## src/rtl/demo_input_pkg.sv

```systemverilog
// rtl/demo_input_pkg.sv - shared state encoding and reset levels for the demo input front end
package demo_input_pkg;

  typedef enum logic [1:0] {
    WAIT_REL = 2'd0,
    IDLE     = 2'd1,
    LATCH    = 2'd2,
    FIRE     = 2'd3
  } start_state_t;

  // Stable values the debouncers assume out of reset; a button reads as pressed
  // so a press held through reset is never mistaken for a new one.
  localparam logic BTN_RST_LEVEL = 1'b0;
  localparam logic SW_RST_LEVEL  = 1'b0;

  function automatic logic calc_busy(input logic d1_en, input logic d1_ready,
                                     input logic d2_en, input logic d2_ready);
    return (d1_en & ~d1_ready) | (d2_en & ~d2_ready);
  endfunction

endpackage

```

## src/rtl/input_debouncer.sv

```systemverilog
// rtl/input_debouncer.sv - two-flop synchroniser plus counter-based debounce for one raw input
module input_debouncer #(
  parameter int   DEBOUNCE_CYCLES = 500000,
  parameter logic RST_LEVEL       = 1'b0
) (
  input  logic clk,
  input  logic rst,
  input  logic din,
  output logic dout
);

  localparam int DB_CNT_WIDTH = $clog2(DEBOUNCE_CYCLES + 1);
  localparam logic [DB_CNT_WIDTH-1:0] CNT_LAST = DB_CNT_WIDTH'(DEBOUNCE_CYCLES - 1);

  logic                    sync_q1;
  logic                    sync_q2;
  logic                    stable;
  logic [DB_CNT_WIDTH-1:0] cnt;

  always_ff @(posedge clk) begin
    if (rst) begin
      sync_q1 <= RST_LEVEL;
      sync_q2 <= RST_LEVEL;
    end else begin
      sync_q1 <= din;
      sync_q2 <= sync_q1;
    end
  end

  // Any single cycle of agreement restarts the count, so short glitches never flip stable.
  always_ff @(posedge clk) begin
    if (rst) begin
      stable <= RST_LEVEL;
      cnt    <= '0;
    end else if (sync_q2 == stable) begin
      cnt <= '0;
    end else if (cnt == CNT_LAST) begin
      stable <= ~stable;
      cnt    <= '0;
    end else begin
      cnt <= cnt + 1'b1;
    end
  end

  assign dout = stable;

endmodule

```

## src/rtl/demo_input_ctrl.sv

```systemverilog
// rtl/demo_input_ctrl.sv - debounced start button and latched per-master switches for the demo top
module demo_input_ctrl
  import demo_input_pkg::*;
#(
  parameter int DEBOUNCE_CYCLES = 500000,
  parameter int PRESS_CNT_WIDTH = 8
) (
  input  logic                       clk,
  input  logic                       rst,
  input  logic                       btn_start_n,
  input  logic                       sw_d1_mode,
  input  logic                       sw_d2_mode,
  input  logic                       sw_d1_en,
  input  logic                       sw_d2_en,
  input  logic                       d1_ready,
  input  logic                       d2_ready,
  output logic                       start,
  output logic                       d1_mode,
  output logic                       d2_mode,
  output logic                       d1_en,
  output logic                       d2_en,
  output logic [PRESS_CNT_WIDTH-1:0] press_count,
  output logic                       rejected
);

  logic btn_db;
  logic d1_mode_db;
  logic d2_mode_db;
  logic d1_en_db;
  logic d2_en_db;

  input_debouncer #(.DEBOUNCE_CYCLES(DEBOUNCE_CYCLES), .RST_LEVEL(BTN_RST_LEVEL)) u_db_btn (
    .clk (clk), .rst (rst), .din (btn_start_n), .dout (btn_db)
  );
  input_debouncer #(.DEBOUNCE_CYCLES(DEBOUNCE_CYCLES), .RST_LEVEL(SW_RST_LEVEL)) u_db_d1_mode (
    .clk (clk), .rst (rst), .din (sw_d1_mode), .dout (d1_mode_db)
  );
  input_debouncer #(.DEBOUNCE_CYCLES(DEBOUNCE_CYCLES), .RST_LEVEL(SW_RST_LEVEL)) u_db_d2_mode (
    .clk (clk), .rst (rst), .din (sw_d2_mode), .dout (d2_mode_db)
  );
  input_debouncer #(.DEBOUNCE_CYCLES(DEBOUNCE_CYCLES), .RST_LEVEL(SW_RST_LEVEL)) u_db_d1_en (
    .clk (clk), .rst (rst), .din (sw_d1_en), .dout (d1_en_db)
  );
  input_debouncer #(.DEBOUNCE_CYCLES(DEBOUNCE_CYCLES), .RST_LEVEL(SW_RST_LEVEL)) u_db_d2_en (
    .clk (clk), .rst (rst), .din (sw_d2_en), .dout (d2_en_db)
  );

  start_state_t state;
  logic         btn_prev;
  logic         btn_fall;
  logic         busy;

  assign btn_fall = btn_prev & ~btn_db;
  assign busy     = calc_busy(d1_en, d1_ready, d2_en, d2_ready);

  // Switch values are captured on entry to LATCH so they sit still for a full
  // cycle before start falls; FIRE then drives the single low cycle.
  always_ff @(posedge clk) begin
    if (rst) begin
      state       <= WAIT_REL;
      btn_prev    <= BTN_RST_LEVEL;
      start       <= 1'b1;
      rejected    <= 1'b0;
      d1_mode     <= 1'b0;
      d2_mode     <= 1'b0;
      d1_en       <= 1'b0;
      d2_en       <= 1'b0;
      press_count <= '0;
    end else begin
      btn_prev <= btn_db;
      start    <= 1'b1;
      rejected <= 1'b0;
      case (state)
        WAIT_REL: begin
          if (btn_db) state <= IDLE;
        end
        IDLE: begin
          if (btn_fall) begin
            if (busy) begin
              rejected <= 1'b1;
              state    <= WAIT_REL;
            end else begin
              d1_mode <= d1_mode_db;
              d2_mode <= d2_mode_db;
              d1_en   <= d1_en_db;
              d2_en   <= d2_en_db;
              state   <= LATCH;
            end
          end
        end
        LATCH: begin
          start       <= 1'b0;
          press_count <= press_count + 1'b1;
          state       <= FIRE;
        end
        FIRE: begin
          state <= WAIT_REL;
        end
        default: state <= WAIT_REL;
      endcase
    end
  end

endmodule
```

## config.mk

```make
export PLATFORM = sky130hd
export DESIGN_NAME = demo_input_ctrl
export DESIGN_NICKNAME = d
export VERILOG_FILES = /design/src/rtl/demo_input_pkg.sv /design/src/rtl/input_debouncer.sv /design/src/rtl/demo_input_ctrl.sv
export SDC_FILE = /design/constraint.sdc
export NUM_CORES = 1
export LEC_CHECK = 0
export ABC_AREA = 1
export ABC_CLOCK_PERIOD_IN_PS = 3600
export CORE_MARGIN = 5
export CORE_UTILIZATION = 55
export DETAILED_ROUTE_END_ITERATION = 10
export GPL_ROUTABILITY_DRIVEN = 0
export HOLD_SLACK_MARGIN = 0.05
export PLACE_DENSITY = 0.83
export SLEW_MARGIN = 30
export SYNTH_ARGS = -nofsm -noshare
export SYNTH_HDL_FRONTEND = slang
export SYNTH_SLANG_ARGS = --single-unit
```

## constraint.sdc

```tcl
create_clock -name clk -period 3.6 [get_ports clk]
set_input_delay 0.72 -clock clk [delete_from_list [all_inputs] [get_ports clk]]
set_output_delay 0.72 -clock clk [all_outputs]
set_load 0.01 [all_outputs]
```

==> qor.csv <==
stage,metric,value,unit
floorplan,io_pins,23,
setup_path,critical_path_arrival,1420,ps
min_path,hp-class,flip-flop to flip-flop,
floorplan,fp.dieH,118.2,um
floorplan,fp.dieArea,13960,um2
clock_network,tritoncts,built,
yosys,synth_area_leader_cell,dfxtp_1,
global_route,grt_max_degree,22,
drt,dr.pass1.iters,5,
timing,tightest_slew,509.2,ps
drt,via_per_inst,4.919,
clock_network,clockBufferDepth,2,
layout,areaGrowthSynthToFinish,14.64,%
setup_path,rr_startpoint,u_db_btn.cnt[0],
drt,post_drt_wl_per_cell,11.20,um
setup_path,startpoint,press_count[4],
yosys,synth_seq_cells,127,
floorplan,core_area,11470,um2
layout,fin_area,7377,um2
layout,multi_input_area,3329,um2
yosys,synth_warnings,0,
outcome,status,"complete, no violations",
setup_path,critPathKind,flip-flop to primary output,
clock_network,cts_buffers,17,
layout,nFillCells,979,
setup_path,cp.buffers_inverters,1,
timing,skew,9.330,ps
drt,drt_iter0_markers,413,
drt,ant_nets,0,
clock_network,clock-sinks,127,
setup_path,crit_path_cell_trace,clkdlybuf4s50_1,
power,ir_drop,0.4462,mV
setup_path,cp_max_fo,7,
placed_design,portBuffers,22,
global_route,grt_pass1_wl,23090,um
setup_path,start_kind,flip-flop,
setup_path,required,2880,ps
yosys,synth_area_leaders,"dfxtp_1 (40%), nand2_1 (14%), nor2_1 (12%), inv_1 (7.2%), nand3_1 (4.8%)",
power,p_per_area,442.9,nW/um2
yosys,synth.cell_area,6435,um2
yosys,synthFlopType,dfxtp_1,
drt,wirelength,12920,um
yosys,avgSynthCellArea,6.675,um2
placed_design,dpl-instance-area,6748,um2
timing,fmax,0.4668,GHz
setup_path,endpoint_kind,primary output,
timing,hold_viol_final,0,
drt,drc,0,
floorplan,start_util,56.12,%
yosys,synth_commonest_cells,"nand2_1 (235), nor2_1 (205), dfxtp_1 (127), inv_1 (124), nand3_1 (62)",
clock_network,hold_buffers,0,
power,power.static_leakage,2.514,nW
yosys,synth_cells,964,
timing,period_needed,2142,ps
min_path,worstHoldStart,u_db_d1_en.sync_q1,
power,power,0.003268,W
layout,antenna_cells,0,
placed_design,hpwl,9119,um
yosys,yosysUniqueCellTypes,28,
setup_path,r2r_slack,1790,ps
layout,nets,1012,
setup_path,critPathSlowestCell,clkdlybuf4s50_1,
global_route,grt_overflow,0,
timing,rsz0062_at_grt,no,
floorplan,die_w,118.2,um
clock_network,root_buffer,clkbuf_16,
yosys,synth_top_cell_area_share,39.51,%
clock_network,clk_latency,420,ps
global_route,antenna_found_initial,0,
layout,seqCellArea,2542,um2
yosys,yosysSeqAreaShare,39.51,%
clock_network,cts_resized,0,
clock_network,clk_pin_slew_worst_paths,60,ps
clock_network,cts_max_level,4,
drt,vias,5672,
timing,setup_violations,0,
global_route,first_global_vias,5340,
setup_path,crit_family,buffers and inverters,
timing,final_max_slew_viol_count,0,
yosys,yosysMostFrequentCell,nand2_1,
layout,layout-drive-gt1-share,9.505,%
timing,setup_tns,0,ps
yosys,ys_async_sr_fraction,0,%
flow_run,cap_violations,0,
timing,fin_crit_sh,59.51,%
setup_path,slowest_delay,580,ps
yosys,synth_edf_count,0,
yosys,synth_fp_nets,979,
global_route,track_usage,19.50,%
clock_network,post_cts_buffers,0,
timing,maxSlewHeadroom,66.02,%
floorplan,rows,39,
registers in the layout, indices dropped and copies added (netlist names), 8 cells and up, named ones only:
signal / flops
u_db_btn.cnt: 19
u_db_d2_mode.cnt: 19
u_db_d1_mode.cnt: 19
u_db_d2_en.cnt: 19
u_db_d1_en.cnt: 19
press_count: 8
per-stage QoR:
stage,setup WS [ps],hold WS (ps),utilization [%],cells
6_report,1458,397.9,64.33,1153
5_1_grt,1380,427.0,64.33,1153
4_1_cts,1442,407.2,64.33,1153
3_5_place_dp,1364,393.2,58.84,1121
3_3_place_gp,1401,390.8,58.84,1121
2_1_floorplan,2115,388.3,-,964
layout make-up:
cell class	count	share of cell area, %
clock inverter	14	2.578
inverter	125	6.360
multi-input combinational	703	45.13
tap	143	2.425
timing repair buffer	23	3.087
clock buffer	18	5.953
sequential	127	34.46
worst paths after layout:
| kind | to | cells past startpoint |
|---|---|---|
| setup / recovery | press_count[4] | 1 |
| hold / removal | u_db_d1_en.sync_q2 | 2 |
| setup reg to reg | u_db_btn.cnt[15] | 8 |
| hold reg to reg | u_db_d1_en.sync_q2 | 2 |
cells in the final DEF, fill, tap and decap left out:
cell type        count
clkinv_4             3
buf_4                1
xor2_1              26
nand2_1            235
nor2_4               3
clkinvlp_4           2
nand3_2              5
o22ai_1              1
xnor2_1             16
clkdlybuf4s50_1     22
inv_1              124
nand2_2              9
clkinv_2             4
inv_2                1
or2_2                4
ha_1                 6
nor2_2              38
nand3_1             62
dfxtp_1            127
nand4_1             17
inv_6                1
a21oi_1             37
bufinv_16            4
and2_1               1
o21a_1               1
clkbuf_16           17
nor3_1              10
clkbuf_8             1
or2_0                5
o21ai_0             18
nor2_1             205
nand2_4              3
o21ai_1              1
where the power goes:
part	total, W	switching, W	internal [W]
sequential	0.00142	0.00000457	0.00141
clock	0.00181	0.000634	0.00117
combinational	0.0000419	0.0000258	0.0000161
total	0.00327	0.000664	0.00260
metal layers:
metal,track usage (%),vias up,share of wire (%)
met1,24.50,2520,47
li1,-,3048,-
met3,5.922,11,4.1
met2,32.28,93,48
met4,5.950,0,0.89
met5,0,-,0
cell families (layout without fill, tap and decap cells):
group / count (synthesis) / in the layout / synth area share (%)
xor gates and xnor gates: 42 / 42 / 5.716
adders and majority gates: 6 / 6 / 1.167
buffers and inverters: 134 / 180 / 8.750
AOI/OAI and AO/OA: 58 / 58 / 4.569
and+or+nand+nor: 597 / 597 / 40.29
DFF: 127 / 127 / 39.51
Note: power is estimated with default switching activity, not from simulation.
